===== config.mk =====
export PLATFORM = sky130hd
export DESIGN_NAME = br_cond_unit
export DESIGN_NICKNAME = d
export VERILOG_FILES = /design/src/rtl/lc3b_pkg.sv /design/src/rtl/br_eval.sv /design/src/rtl/br_cond_unit.sv
export SDC_FILE = /design/constraint.sdc
export NUM_CORES = 1
export LEC_CHECK = 0
export ABC_AREA = 1
export ABC_CLOCK_PERIOD_IN_PS = 2500
export CAP_MARGIN = 20
export CORE_ASPECT_RATIO = 0.5
export CORE_MARGIN = 8
export CORE_UTILIZATION = 47
export CTS_CLUSTER_SIZE = 10
export DETAILED_ROUTE_END_ITERATION = 8
export PLACE_DENSITY = 0.84
export SLEW_MARGIN = 0
export SYNTH_ARGS = -nofsm -noshare
export SYNTH_HDL_FRONTEND = slang
export SYNTH_SLANG_ARGS = --single-unit

===== constraint.sdc =====
create_clock -name clk -period 2.5 [get_ports clk]
set_input_delay 0.25 -clock clk [delete_from_list [all_inputs] [get_ports clk]]
set_output_delay 0.25 -clock clk [all_outputs]
set_load 0.1 [all_outputs]

===== src/rtl/lc3b_pkg.sv =====
// Shared LC-3b field slices, the BR opcode and the branch-unit state encoding.
// Field helpers keep the instruction-format knowledge in one place.
package lc3b_pkg;

    localparam logic [3:0] OP_BR = 4'b0000;

    localparam int unsigned OPC_MSB  = 15;
    localparam int unsigned OPC_LSB  = 12;
    localparam int unsigned NZP_MSB  = 11;
    localparam int unsigned NZP_LSB  = 9;
    localparam int unsigned OFF9_MSB = 8;
    localparam int unsigned OFF9_LSB = 0;

    localparam logic [1:0] ST_IDLE    = 2'd0;
    localparam logic [1:0] ST_WAIT_CC = 2'd1;
    localparam logic [1:0] ST_RESP    = 2'd2;

    typedef enum logic [1:0] {
        IDLE    = ST_IDLE,
        WAIT_CC = ST_WAIT_CC,
        RESP    = ST_RESP
    } br_state_t;

    function automatic logic [3:0] ir_opcode(input logic [15:0] ir);
        return ir[OPC_MSB:OPC_LSB];
    endfunction

    function automatic logic [2:0] ir_nzp(input logic [15:0] ir);
        return ir[NZP_MSB:NZP_LSB];
    endfunction

    function automatic logic [8:0] ir_off9(input logic [15:0] ir);
        return ir[OFF9_MSB:OFF9_LSB];
    endfunction

endpackage


===== src/rtl/br_eval.sv =====
// Combinational BR resolution: nzp match against the flags, and
// target = pc + (sext(PCoffset) << 1) modulo 2^ADDR_W.
module br_eval
    import lc3b_pkg::*;
#(
    parameter int unsigned ADDR_W = 16,
    parameter int unsigned OFF_W  = 9
) (
    input  logic [15:0]       ir_i,
    input  logic [ADDR_W-1:0] pc_i,
    input  logic              n_i,
    input  logic              z_i,
    input  logic              p_i,
    output logic              taken_o,
    output logic              illegal_o,
    output logic [ADDR_W-1:0] target_o
);

    logic [2:0]        nzp;
    logic [ADDR_W-1:0] off_sext;

    always_comb begin
        nzp       = ir_nzp(ir_i);
        off_sext  = {{(ADDR_W-OFF_W){ir_i[OFF_W-1]}}, ir_i[OFF_W-1:0]};
        target_o  = pc_i + (off_sext << 1);
        illegal_o = (ir_opcode(ir_i) != OP_BR);
        // A non-BR opcode never redirects fetch, whatever its bits 11:9 hold.
        taken_o   = !illegal_o && ((nzp[2] & n_i) | (nzp[1] & z_i) | (nzp[0] & p_i));
    end

endmodule


===== src/rtl/br_cond_unit.sv =====
// LC-3b branch resolution unit: accepts a BR, waits out CC writes, and
// returns a registered taken/target decision plus retirement statistics.
module br_cond_unit
    import lc3b_pkg::*;
#(
    parameter int unsigned ADDR_W = 16,
    parameter int unsigned OFF_W  = 9,
    parameter int unsigned CNT_W  = 16
) (
    input  logic              clk,
    input  logic              rst,
    input  logic              req_valid,
    output logic              req_ready,
    input  logic [15:0]       req_ir,
    input  logic [ADDR_W-1:0] req_pc,
    input  logic              cc_n,
    input  logic              cc_z,
    input  logic              cc_p,
    input  logic              cc_ld,
    output logic              rsp_valid,
    input  logic              rsp_ready,
    output logic              rsp_taken,
    output logic              rsp_illegal,
    output logic [ADDR_W-1:0] rsp_target,
    output logic [ADDR_W-1:0] rsp_next_pc,
    output logic [CNT_W-1:0]  br_cnt,
    output logic [CNT_W-1:0]  taken_cnt
);

    br_state_t         state_q, state_d;
    logic [15:0]       ir_q, ir_d;
    logic [ADDR_W-1:0] pc_q, pc_d;
    logic              taken_q, taken_d;
    logic              illegal_q, illegal_d;
    logic [ADDR_W-1:0] target_q, target_d;
    logic [ADDR_W-1:0] next_pc_q, next_pc_d;
    logic [CNT_W-1:0]  br_cnt_q, br_cnt_d;
    logic [CNT_W-1:0]  taken_cnt_q, taken_cnt_d;

    logic [15:0]       ev_ir;
    logic [ADDR_W-1:0] ev_pc;
    logic              ev_taken, ev_illegal;
    logic [ADDR_W-1:0] ev_target;
    logic              load_rsp;

    // In IDLE the request is evaluated straight off the bus; after a stall it comes from the capture.
    assign ev_ir = (state_q == IDLE) ? req_ir : ir_q;
    assign ev_pc = (state_q == IDLE) ? req_pc : pc_q;

    br_eval #(
        .ADDR_W (ADDR_W),
        .OFF_W  (OFF_W)
    ) u_eval (
        .ir_i      (ev_ir),
        .pc_i      (ev_pc),
        .n_i       (cc_n),
        .z_i       (cc_z),
        .p_i       (cc_p),
        .taken_o   (ev_taken),
        .illegal_o (ev_illegal),
        .target_o  (ev_target)
    );

    always_comb begin
        state_d     = state_q;
        ir_d        = ir_q;
        pc_d        = pc_q;
        br_cnt_d    = br_cnt_q;
        taken_cnt_d = taken_cnt_q;
        load_rsp    = 1'b0;
        unique case (state_q)
            IDLE: begin
                if (req_valid) begin
                    ir_d    = req_ir;
                    pc_d    = req_pc;
                    load_rsp = !cc_ld;
                    state_d  = cc_ld ? WAIT_CC : RESP;
                end
            end
            WAIT_CC: begin
                if (!cc_ld) begin
                    load_rsp = 1'b1;
                    state_d  = RESP;
                end
            end
            RESP: begin
                if (rsp_ready) begin
                    state_d = IDLE;
                    if (!illegal_q) begin
                        br_cnt_d    = br_cnt_q + 1'b1;
                        taken_cnt_d = taken_cnt_q + CNT_W'(taken_q);
                    end
                end
            end
            default: state_d = IDLE;
        endcase

        taken_d   = taken_q;
        illegal_d = illegal_q;
        target_d  = target_q;
        next_pc_d = next_pc_q;
        if (load_rsp) begin
            taken_d   = ev_taken;
            illegal_d = ev_illegal;
            target_d  = ev_target;
            next_pc_d = ev_taken ? ev_target : ev_pc;
        end
    end

    always_ff @(posedge clk) begin
        if (rst) begin
            state_q     <= IDLE;
            ir_q        <= '0;
            pc_q        <= '0;
            taken_q     <= 1'b0;
            illegal_q   <= 1'b0;
            target_q    <= '0;
            next_pc_q   <= '0;
            br_cnt_q    <= '0;
            taken_cnt_q <= '0;
        end else begin
            state_q     <= state_d;
            ir_q        <= ir_d;
            pc_q        <= pc_d;
            taken_q     <= taken_d;
            illegal_q   <= illegal_d;
            target_q    <= target_d;
            next_pc_q   <= next_pc_d;
            br_cnt_q    <= br_cnt_d;
            taken_cnt_q <= taken_cnt_d;
        end
    end

    assign req_ready   = (state_q == IDLE);
    assign rsp_valid   = (state_q == RESP);
    assign rsp_taken   = taken_q;
    assign rsp_illegal = illegal_q;
    assign rsp_target  = target_q;
    assign rsp_next_pc = next_pc_q;
    assign br_cnt      = br_cnt_q;
    assign taken_cnt   = taken_cnt_q;

endmodule

==> metrics.txt <==
number of H-tree levels 3; Post-Syn Instances 769; Worst Path Max Fanout 14; synthesized area per cell 6.89 um^2; vias in the first global route 4,853; post-route minimum period 2.37 ns; Placed Cells 1,004; Post-synth EDFFs 0; TritonCTS clock tree yes; Power Dens Cells 671 nW/um^2; start point of the critical path state_q[1]; Psw 1.60 mW; ratio of final minimum period to clock period 0.948; Starting DRT DRC Count between 300 and 400; Core Box Area 11,000 um^2; final wirelength around 14 mm; Layout Skew 0.00578 ns; Reg power frac 0.379; GRT overflow 0; CP Data Arrival Time 2.61 ns; Seq/Total Area, Yosys 0.374; PortBufs roughly 110; largest net degree at the start of global routing between 50 and 60; clock share of power 0.319; Post-Syn Nets approximately 830; Static Leak 3.16 nW; Syn. warnings 0; Finish-stage setup viols 0; DIE AREA 15,100 um^2; antenna violations before repair 0; TritonCTS Buffers 9; CTS max path bufs 2; combinational fraction of design power 0.302; Area Overhead vs Synth 28.2%; WS Path Type register to register; root buffer selected by CTS clkbuf_16; DPL Wire Length between 10 and 15 mm; antenna diode count 0; Placer Congestion 0.913; clk_lat worst skew 0.34 ns; Sw Share 0.352; num ports 108; FP Rows 27; Final Cell Area 6790 um^2; Final Max Slew Viols 0; Post-synth ARST share 0; HP Start pc_q[11]; first-pass GRT wire length 22.8 mm; final hold slack between 0.4 and 0.5 ns; initial core utilization 0.483; Synth Cell Area 5300 um^2; Final Non-Filler Cells 1,025; Die H ~91 um; final net count 932; Primary FF master, synth dfxtp_1; Max Cap Violations 0; clk sinks 99; CP required 2.74 ns; Worst IR Drop VDD 367 uV; HP Class register to register; Area after DPL 6360 um^2; Max Freq 422 MHz; CP startpoint kind register; count of final hold-check violations 0; share of layout cells above drive strength 1 0.181; status finished, final reports clean; DR DRC count 0; reg-to-reg startpoint state_q[1]; die width approximately 170 um; Slew @ Worst Pin 0.664 ns; post-synthesis register bit count 99; P_int 2.95 mW; crit end category register; via count 5,196; Avg Vias per Cell 5.07; ANT nets after route 0; Distinct cells, synth 42; gr usage total 0.179; Max transition margin 0.557; First-pass DRT Iterations 7; Avg WL per Cell 13.9 um; Clock Pin Slew Worst Setup and Hold Paths 0.07 ns
[stage by stage]
step | TNS (ns) | util | power, mW | setup WS [ns]
after floorplan | -0.253 | - | 2.75 | -0.0568
after global placement | 0 | 0.579 | 3.05 | 0.106
after detailed placement | 0 | 0.579 | 3.08 | 0.0193
after CTS | 0 | 0.608 | 4.53 | 0.00158
after global routing | -0.0738 | 0.618 | 4.76 | -0.0270
final | 0 | 0.618 | 4.55 | 0.130
[cells in the mapped netlist, types with 6 or more instances]
library cell / instances / area share
buf_2: 10 / 0.0094
o211ai_1: 7 / 0.0099
clkbuf_1: 11 / 0.0078
nand2_2: 12 / 0.014
ha_1: 16 / 0.038
xor2_1: 10 / 0.017
inv_1: 85 / 0.060
nand2_1: 227 / 0.16
nor2_1: 77 / 0.055
nand3_1: 28 / 0.026
o21ai_0: 47 / 0.044
o21a_1: 8 / 0.011
inv_2: 6 / 0.0043
dfxtp_1: 99 / 0.37
a211oi_1: 6 / 0.0085
nor2_4: 10 / 0.021
a21oi_1: 57 / 0.054
[path summary, 6_finish.rpt]
| check | slack, ns | cells after the start | to |
|---|---|---|---|
| hold / removal | 0.46 | 2 | pc_q[11] |
| setup / recovery | 0.13 | 18 | rsp_target[15] |
| setup reg to reg | 0.13 | 18 | rsp_target[15] |
| hold reg to reg | 0.46 | 2 | pc_q[11] |
[power groups by stage]
stage               clock [mW]  combinational [mW]  sequential (mW)
CTS                       1.48                1.32             1.72
floorplan                    0               0.653             2.10
global placement             0                1.30             1.76
finish                    1.45                1.38             1.72
global route              1.54                1.49             1.73
detailed placement           0                1.32             1.76
[registers in the layout, indices dropped and copies added, names as in the netlist]
name	count
pc_q	16
ir_q	16
state_q	2
rsp_illegal	1
rsp_target	16
taken_cnt	16
br_cnt	16
rsp_next_pc	15
rsp_taken	1
[metal layers]
metal | global-route usage | wire length [um]
met3 | 0.0415 | 650
met4 | 0.0601 | 279
met2 | 0.314 | 6800
met5 | 0 | 0
met1 | 0.214 | 6500
[final cells by class]
type | count | area [um^2]
fill | 967 | 4190
multi-input combinational | 548 | 2880
sequential | 99 | 1990
timing repair buffer | 125 | 1070
inverter | 92 | 350
clock buffer | 13 | 270
tap | 145 | 181
clock inverter | 3 | 43.8
[layout by cell type, fill, tap and decap left out, drive strengths merged]
master / n
a211oi: 6
inv: 93
dfxtp: 99
nand3b: 1
fa: 1
buf: 86
clkbuf: 14
clkdlybuf4s50: 38
nand4: 5
ha: 16
clkinvlp: 1
o31ai: 1
xnor2: 3
a21oi: 60
nor2: 89
o21ai: 52
nor3: 6
nand2: 241
a31oi: 4
o21a: 8
nand3: 31
nor3b: 3
a21boi: 1
o21bai: 1
and3: 1
bufinv: 1
o211ai: 7
or2: 1
xor2: 10
[repair_timing]
item | CTS | global route
hold buffers | 0 | 0
endpoints found under the setup margin | 0 | 15
resized for setup | 0 | 11
setup buffers | 0 | 4
[cells by family after synthesis]
kind of cell / after synthesis / synth area share
XOR/XNOR: 13 / 0.0215
AND/OR/NAND/NOR: 378 / 0.315
buffers and inverters: 122 / 0.0978
adder cells (fa/ha/maj): 17 / 0.0416
flip-flops: 99 / 0.374
AO/OA/AOI/OAI: 140 / 0.150
[critical path, cell delays in order, from the launching register on]
cell      delay (ns)
dfxtp_4         0.39
nor2_4          0.06
buf_12          0.14
nand2_2         0.05
nand2_1         0.10
ha_4            0.19
fa_2            0.36
nand2_1         0.08
nand2_1         0.07
nand3b_1        0.09
nand2_2         0.08
nand2_1         0.07
nand2_1         0.12
nand3_1         0.13
nand3_1         0.10
nand2_1         0.08
nand2_1         0.05
nand2_1         0.06
inv_1           0.04
No activity file was read; power rests on OpenSTA's default activity.
